===== src/rtl/isp8_pc_stack.sv =====
// isp8 program counter and call/return stack: selects the next PROM fetch address from
// decoded branch/call/return strobes and saves/restores Z/C across interrupts.
module isp8_pc_stack #(
  parameter int unsigned       PROM_AW     = 10,
  parameter int unsigned       STACK_DEPTH = 16,
  parameter logic [PROM_AW-1:0] INT_VECTOR = '0
) (
  input  logic               clk,
  input  logic               rst,
  input  logic               ce,
  input  logic               bz,
  input  logic               bnz,
  input  logic               bc,
  input  logic               bnc,
  input  logic               b,
  input  logic               callz,
  input  logic               callnz,
  input  logic               callc,
  input  logic               callnc,
  input  logic               call,
  input  logic               ret,
  input  logic               iret,
  input  logic [PROM_AW-1:0] addr_jmp,
  input  logic               flag_z,
  input  logic               flag_c,
  input  logic               intr_req,
  output logic [PROM_AW-1:0] prom_addr,
  output logic               flag_rst_v,
  output logic               flag_rst_z,
  output logic               flag_rst_c,
  output logic               stack_ovf,
  output logic               stack_unf
);

  localparam int unsigned SpW  = $clog2(STACK_DEPTH);
  localparam int unsigned CntW = $clog2(STACK_DEPTH + 1);
  localparam int unsigned EntW = PROM_AW + 2;

  // Entry layout: {z, c, return address}
  logic [EntW-1:0]    stack_mem [STACK_DEPTH];

  logic [PROM_AW-1:0] pc_q, pc_d;
  logic [SpW-1:0]     sp_q, sp_d, sp_top;
  logic [CntW-1:0]    cnt_q, cnt_d;
  logic               rst_v_q, rst_v_d;
  logic               rst_z_q, rst_z_d;
  logic               rst_c_q, rst_c_d;
  logic               ovf_q, ovf_d;
  logic               unf_q, unf_d;

  logic [PROM_AW-1:0] seq_addr;
  logic [PROM_AW-1:0] tgt_addr;
  logic [EntW-1:0]    top_entry;
  logic               br_taken;
  logic               call_taken;
  logic               push;
  logic               pop;

  assign seq_addr  = pc_q + PROM_AW'(1);
  assign tgt_addr  = pc_q + addr_jmp;
  assign sp_top    = sp_q - SpW'(1);
  assign top_entry = stack_mem[sp_top];

  assign br_taken   = b | (bz & flag_z) | (bnz & ~flag_z) | (bc & flag_c) | (bnc & ~flag_c);
  assign call_taken = call | (callz & flag_z) | (callnz & ~flag_z) |
                      (callc & flag_c) | (callnc & ~flag_c);

  always_comb begin
    pc_d    = pc_q;
    sp_d    = sp_q;
    cnt_d   = cnt_q;
    rst_v_d = 1'b0;
    rst_z_d = rst_z_q;
    rst_c_d = rst_c_q;
    ovf_d   = ovf_q;
    unf_d   = unf_q;
    push    = 1'b0;
    pop     = 1'b0;

    if (ce) begin
      pc_d = seq_addr;
      if (intr_req) begin
        push = 1'b1;
        pc_d = INT_VECTOR;
      end else if (ret || iret) begin
        pop  = 1'b1;
        pc_d = top_entry[PROM_AW-1:0];
        if (iret) begin
          rst_v_d = 1'b1;
          rst_z_d = top_entry[PROM_AW+1];
          rst_c_d = top_entry[PROM_AW];
        end
      end else if (call_taken) begin
        push = 1'b1;
        pc_d = tgt_addr;
      end else if (br_taken) begin
        pc_d = tgt_addr;
      end

      // Full push overwrites the oldest slot; empty pop still moves sp.
      if (push) begin
        sp_d = sp_q + SpW'(1);
        if (cnt_q == CntW'(STACK_DEPTH)) ovf_d = 1'b1;
        else                             cnt_d = cnt_q + CntW'(1);
      end
      if (pop) begin
        sp_d = sp_top;
        if (cnt_q == '0) unf_d = 1'b1;
        else             cnt_d = cnt_q - CntW'(1);
      end
    end
  end

  always_ff @(posedge clk) begin
    if (rst) begin
      pc_q    <= '0;
      sp_q    <= '0;
      cnt_q   <= '0;
      rst_v_q <= 1'b0;
      rst_z_q <= 1'b0;
      rst_c_q <= 1'b0;
      ovf_q   <= 1'b0;
      unf_q   <= 1'b0;
    end else begin
      pc_q    <= pc_d;
      sp_q    <= sp_d;
      cnt_q   <= cnt_d;
      rst_v_q <= rst_v_d;
      rst_z_q <= rst_z_d;
      rst_c_q <= rst_c_d;
      ovf_q   <= ovf_d;
      unf_q   <= unf_d;
    end
  end

  always_ff @(posedge clk) begin
    if (push && !rst) stack_mem[sp_q] <= {flag_z, flag_c, seq_addr};
  end

  assign prom_addr  = pc_q;
  assign flag_rst_v = rst_v_q;
  assign flag_rst_z = rst_z_q;
  assign flag_rst_c = rst_c_q;
  assign stack_ovf  = ovf_q;
  assign stack_unf  = unf_q;

endmodule


===== config.mk =====
export PLATFORM = sky130hd
export DESIGN_NAME = isp8_pc_stack
export DESIGN_NICKNAME = d
export VERILOG_FILES = /design/src/rtl/isp8_pc_stack.sv
export SDC_FILE = /design/constraint.sdc
export NUM_CORES = 1
export LEC_CHECK = 0
export ABC_AREA = 1
export CORE_ASPECT_RATIO = 0.75
export CORE_UTILIZATION = 35
export CTS_BUF_LIST = sky130_fd_sc_hd__clkbuf_2 sky130_fd_sc_hd__clkbuf_4 sky130_fd_sc_hd__clkbuf_8
export CTS_CLUSTER_DIAMETER = 50
export DETAILED_ROUTE_END_ITERATION = 8
export PLACE_DENSITY = 0.6
export SYNTH_ARGS = -nofsm -noshare
export SYNTH_HDL_FRONTEND = slang
export SYNTH_SLANG_ARGS = --single-unit

===== constraint.sdc =====
create_clock -name clk -period 2.35 [get_ports clk]
set_clock_uncertainty 0.05 [all_clocks]
set_input_delay 0.3525 -clock clk [delete_from_list [all_inputs] [get_ports clk]]
set_output_delay 0.3525 -clock clk [all_outputs]
set_load 0.03 [all_outputs]

==> flow_summary_export.csv, run 1 <==
group,metric,value,unit
status,status,"finished clean",
pwr,clockPowerShare,35.7,%
sta,finalMaxSlewViolations,0,
global_route,antenna_found_initial,0,
place,gp_congestion,0.861,
sta,worst_pin_slew,0.627,ns
route,drt_pre_antenna_iters,5,
route,wl_per_cell,16.4,um
global_route,grt_pass1_vias,7068,
pwr,p_sw_share,28.1,%
global_route,grt_max_degree,103,
final_layout,layout_commonest_cell,"nand2_1",
global_route,overflow,0,
setup_path,path_buf_inv,1,
place,dp_cells,1480,
worst_hold_path,min-delay-start,"stack_unf$_SDFFE_PP0P_",
clocking,post_cts_buffers,0,
final_layout,antenna_cells,0,
sta,fin_crit_sh,91.5,%
sta,fin_ws,0.200,ns
route,finalWirelength,25.3,mm
logic_synthesis,synth_area,10000,um^2
global_route,grtUsageMet1,26.7,%
global_route,track_usage,17.5,%
setup_path,path_delay_family,"buffers and inverters",
logic_synthesis,synth.ff_latch_count,216,
final_layout,syn2layout_area_growth,20.7,%
setup_path,start_kind,"register",
worst_hold_path,holdCritPathClass,"reg -> reg",
place,dp.final_hpwl,16.7,mm
place,io_buffers,42,
clocking,cts_tree,"done",
global_route,grt_pass1_wl,39.2,mm
pwr,p_switching,0.00263,W
sta,rsz0062_at_grt,"no",
logic_synthesis,synth.avg_cell_area,9.84,um^2
global_route,top_usage_layer,"met1",
clocking,cts_sinks,216,
clocking,cts_buffers,37,
logic_synthesis,synth-seq-area-share,62.2,%
pwr,p_leak,4.76,nW
logic_synthesis,synthFlopType,"edfxtp_1",
route,ant_nets,0,
setup_path,cp_slowest_cell,"clkdlybuf4s50_1",
sta,setup_viol_count_final,0,
die,ios,43,
route,drc,0,
pwr,comb_power_share,18.1,%
setup_path,r2r_slack,0.24,ns
setup_path,endpoint_kind,"output pin",
die,die_area,29400,um^2
setup_path,max_stage_delay,0.74,ns
die,initial_core_util,35.7,%
setup_path,path_cells,"clkdlybuf4s50_1",
pwr,internal_power,0.00674,W
die,rows,53,
die,core,28100,um^2
place,pre_cts_ws,-0.156,ns
run,drv_cap,0,
clocking,htreeDepth,2,
final_layout,final_cell_area,12100,um^2
setup_path,critPathKind,"reg -> out",
clocking,path_clk_slew,0.07,ns
logic_synthesis,synthArstFlopShare,0,%
clocking,clk-insertion-delay-late,0.52,ns
clocking,post_cts_resized,0,
final_layout,nets,1179,
logic_synthesis,synth_edf_count,192,
sta,maxSlewHeadroom,58.2,%
sta,post-route-min-period,2.15,ns
setup_path,arrival,1.75,ns
final_layout,drive_above_1_share,14.1,%
logic_synthesis,yosysWarnings,0,
logic_synthesis,synth_nets,1066,
worst_hold_path,min_path_cells,2,
pwr,ir_drop,0.000495,V
global_route,use_met3,2.65,%
setup_path,reg2regPathDepth,11,
setup_path,r2r-end,"prom_addr[6]$_SDFFE_PP0P_",
die,die_w,198,um
pwr,power.density,773,nW/um^2
pwr,seqPwrFrac,46.2,%
place,placed_cell_area,11400,um^2
sta,hold_viol_final,0,
setup_path,rr_startpoint,"sp_q[1]$_SDFFE_PP0P_",
sta,fmax,0.465,GHz
route,vias,7501,
clocking,cts_max_path_buffers,3,
logic_synthesis,syn-instance-count,1021,
route,avgViaCountPerCell,4.86,
logic_synthesis,ys_types,34,
final_layout,final_cell_count_no_fill,1544,
worst_hold_path,whs_endpoint,"stack_unf$_SDFFE_PP0P_",
setup_path,crit_fanout,4,
clocking,cts_hold_buf,0,
global_route,use_met2,25.7,%
clocking,root_buffer,"clkbuf_8",
route,drt_iter0_markers,807,
final_layout,final_cell_mix,"nand2_1, edfxtp_1, nand3_1, nor2_1, inv_1",
setup_path,crit_required,1.95,ns
sta,setup-tns-final,0,ns
die,die_height,149,um
## metrics by stage
step / power (W) / hold slack (ns) / util (%)
floorplan: 0.00543 / 0.372 / -
global placement: 0.00608 / 0.413 / 40.5
detailed placement: 0.00610 / 0.418 / 40.5
CTS: 0.00943 / 0.436 / 43.1
global route: 0.00978 / 0.483 / 43.1
finish: 0.00937 / 0.432 / 43.1
## synthesized netlist by cell type, types with 8 or more instances
cell type / number / area, um^2
o21ai_0: 27 / 135
nand3_2: 8 / 80.1
nand2_1: 302 / 1130
dfxtp_1: 24 / 480
o211ai_1: 9 / 67.6
clkbuf_1: 12 / 45.0
a21oi_1: 27 / 135
ha_1: 16 / 200
xor2_1: 8 / 70.1
buf_2: 23 / 115
o21ai_1: 13 / 65.1
edfxtp_1: 192 / 5770
nor2_1: 80 / 300
nand3_1: 157 / 786
inv_1: 72 / 270
## how the worst max path moves through the flow
| stage | from | endpoint | slack (ns) | depth (start not counted) |
|---|---|---|---|---|
| 5_1_grt | prom_addr[1]$_SDFFE_PP0P_ | prom_addr[7]$_SDFFE_PP0P_ | 0.005 | 10 |
| 3_5_place_dp | flag_c | stack_mem[3][7]$_DFFE_PP_ | -0.16 | 12 |
| 6_report | prom_addr[5]$_SDFFE_PP0P_ | prom_addr[5] | 0.20 | 1 |
| 4_1_cts | prom_addr[5]$_SDFFE_PP0P_ | prom_addr[5] | 0.20 | 1 |
| 2_1_floorplan | sp_q[0]$_SDFFE_PP0P_ | stack_mem[12][0]$_DFFE_PP_ | 0.19 | 6 |
| 3_3_place_gp | flag_c | stack_mem[7][0]$_DFFE_PP_ | -0.11 | 12 |
## power groups by stage
stage	Clock, W	Sequential, W	Combinational [W]
final	0.00335	0.00432	0.00170
after global placement	0	0.00440	0.00168
after detailed placement	0	0.00440	0.00169
after CTS	0.00341	0.00432	0.00170
after floorplan	0	0.00443	0.000993
after global routing	0.00359	0.00433	0.00186
## state kept, by name (all words and copies together) (netlist names)
| name | cells |
|---|---|
| cnt_q | 5 |
| flag_rst_c | 1 |
| flag_rst_v | 1 |
| flag_rst_z | 1 |
| prom_addr | 10 |
| sp_q | 4 |
| stack_mem | 192 |
| stack_ovf | 1 |
| stack_unf | 1 |
## cell type report
cell class / instances / area, um^2
flip-flops and latches: 216 / 6250
clock buffers: 46 / 583
repair buffers: 117 / 1100
well taps: 385 / 482
clock inverters: 18 / 139
multi-input cells: 682 / 3270
fillers: 2738 / 16000
inverters: 80 / 300
## logic make-up after synthesis
family,count (synthesis),synth area share (%)
compound gates,83,4.59
xor+xnor,15,1.46
fa+ha+maj,17,2.19
buf+inv,123,5.26
flops,216,62.2
simple gates,567,24.3
## per-layer routing
layer | up-vias | wire length, um
met1 | 3547 | 12400
met3 | 34 | 1550
met2 | 230 | 11000
met5 | - | 0
li1 | 3690 | -
met4 | 0 | 405
Note: power is estimated with default switching activity, not from simulation.
==> inputs of run 2 (changes only) <==
Settings changed: CORE_UTILIZATION 35 to 45, PLACE_DENSITY 0.6 to 0.71.
==> flow_summary_export.csv, run 2 (same netlist as run 1, synthesis figures left out) <==
group,metric,value,unit
sta,post-route-min-period,2.21,ns
final_layout,nFillCells,1884,
final_layout,layout_commonest_cell,"nand2_1",
setup_path,worstSetupStartpoint,"prom_addr[4]$_SDFFE_PP0P_",
worst_hold_path,holdCritPathClass,"reg -> reg",
place,placed_cell_area,11200,um^2
pwr,power.density,780,nW/um^2
final_layout,nets,1173,
clocking,post_cts_resized,0,
place,gp_congestion,0.882,
setup_path,path_cells,"buf_4 -> clkdlybuf4s50_1",
global_route,grt_pass1_wl,40.5,mm
route,avgViaCountPerCell,5.43,
setup_path,r2r-end,"prom_addr[7]$_SDFFE_PP0P_",
setup_path,rr_startpoint,"prom_addr[1]$_SDFFE_PP0P_",
setup_path,path_delay_family,"buffers and inverters",
clocking,cts_hold_buf,0,
sta,worst_pin_slew,0.695,ns
sta,whs,0.429,ns
sta,fin_crit_sh,94.0,%
final_layout,syn2layout_area_growth,18.8,%
place,dp.final_hpwl,17.0,mm
setup_path,start_kind,"register",
setup_path,crit_end,"prom_addr[4]",
setup_path,cp_slowest_cell,"clkdlybuf4s50_1",
setup_path,reg2regPathDepth,10,
place,dp_cells,1378,
route,drt_pre_antenna_iters,6,
place,io_buffers,42,
final_layout,regMostFlops,"stack_mem",
final_layout,antenna_cells,0,
sta,fmax,0.453,GHz
die,die_height,131,um
final_layout,final_cell_area,11900,um^2
clocking,cts_max_path_buffers,3,
final_layout,utilization,55.4,%
die,ios,43,
route,finalWirelength,25.7,mm
setup_path,crit_required,1.95,ns
run,drv_cap,0,
clocking,post_cts_buffers,0,
clocking,htreeDepth,2,
global_route,overflow,0,
clocking,root_buffer,"clkbuf_8",
route,drc,0,
setup_path,path_depth,2,
status,status,"finished clean",
die,rows,46,
final_layout,largest_register_ffs,192,
setup_path,crit_fanout,5,
route,ant_nets,0,
global_route,track_usage,23.0,%
clocking,clk-insertion-delay-late,0.53,ns
final_layout,drive_above_1_share,13.7,%
sta,hold_viol_final,0,
die,core,21500,um^2
place,pre_cts_ws,-0.173,ns
setup_path,critPathKind,"reg -> out",
setup_path,endpoint_kind,"output pin",
sta,fin_ws,0.142,ns
setup_path,path_buf_inv,2,
sta,setup_viol_count_final,0,
final_layout,final_cell_count_no_fill,1441,
final_layout,final_cell_mix,"nand2_1, edfxtp_1, nand3_1, nor2_1, inv_1",
clocking,cts_tree,"done",
setup_path,r2r_slack,0.21,ns
sta,rsz0062_at_grt,"no",
final_layout,seq_area,6250,um^2
die,die_w,174,um
sta,maxSlewHeadroom,53.6,%
final_layout,multiInputGateArea,3270,um^2
pwr,ir_drop,0.000586,V
route,wl_per_cell,17.8,um
setup_path,max_stage_delay,0.67,ns
global_route,grt_pass1_vias,7097,
clocking,cts_buffers,36,
route,vias,7824,
worst_hold_path,min_path_cells,2,
sta,finalMaxSlewViolations,0,
die,initial_core_util,46.7,%
global_route,grt_max_degree,103,
setup_path,arrival,1.81,ns
clocking,cts_sinks,216,
global_route,antenna_found_initial,0,
die,die_area,22900,um^2
pwr,p_leak,4.73,nW
route,drt_iter0_markers,1014,
clocking,path_clk_slew,0.06,ns
## run 2: changes by cell type in the layout (fill, tap and decap cells not counted), moves of 2 or more
| cell | previous run | this run |
|---|---|---|
| clkinv_2 | 5 | 3 |
| clkinvlp_4 | 2 | 0 |
| buf_4 | 66 | 62 |
| clkbuf_4 | 8 | 13 |
## run 2: routing by layer
layer,part of all wire (%),up-vias,track usage (%)
met1,46,3654,35.4
li1,-,3689,-
met2,42,434,31.8
met3,10,47,5.21
met4,2.2,0,7.10
met5,0,-,0
## run 2: worst min path at each step
stage / endpoint / startpoint / slack (ns)
finish: stack_unf$_SDFFE_PP0P_ / stack_unf$_SDFFE_PP0P_ / 0.43
global route: stack_ovf$_SDFFE_PP0P_ / stack_ovf$_SDFFE_PP0P_ / 0.47
CTS: stack_unf$_SDFFE_PP0P_ / stack_unf$_SDFFE_PP0P_ / 0.43
detailed placement: stack_unf$_SDFFE_PP0P_ / stack_unf$_SDFFE_PP0P_ / 0.42
global placement: stack_unf$_SDFFE_PP0P_ / stack_unf$_SDFFE_PP0P_ / 0.40
floorplan: prom_addr[9]$_SDFFE_PP0P_ / rst / 0.37
## run 2: area by class of cell
| type | count | share of cell area (%) |
|---|---|---|
| inverters | 80 | 2.52 |
| well taps | 288 | 3.02 |
| flip-flops and latches | 216 | 52.4 |
| clock buffers | 52 | 5.32 |
| repair buffers | 112 | 8.77 |
| clock inverters | 11 | 0.598 |
| multi-input cells | 682 | 27.4 |
## run 2: power by group
part	internal (W)	switching (W)
Combinational	0.000590	0.00111
Clock	0.00184	0.00143
Sequential	0.00428	0.0000511
## run 2: worst reg2reg max path, cell delays in order, from the launching register on
cell and delay, ns:
dfxtp_1 0.45, nand2_1 0.15, nor2_1 0.26, nand2_1 0.09, nand2_1 0.07, nand2_1 0.05, inv_1 0.50, a21oi_1 0.15
nand2_1 0.09, nand3_1 0.08, a21oi_1 0.14
## run 2: metrics by stage
step	TNS (ns)	total power, W
after CTS	0	0.00934
after global placement	-13.53	0.00607
after global routing	0	0.00968
after floorplan	0	0.00543
final	0	0.00930
after detailed placement	-21.76	0.00609
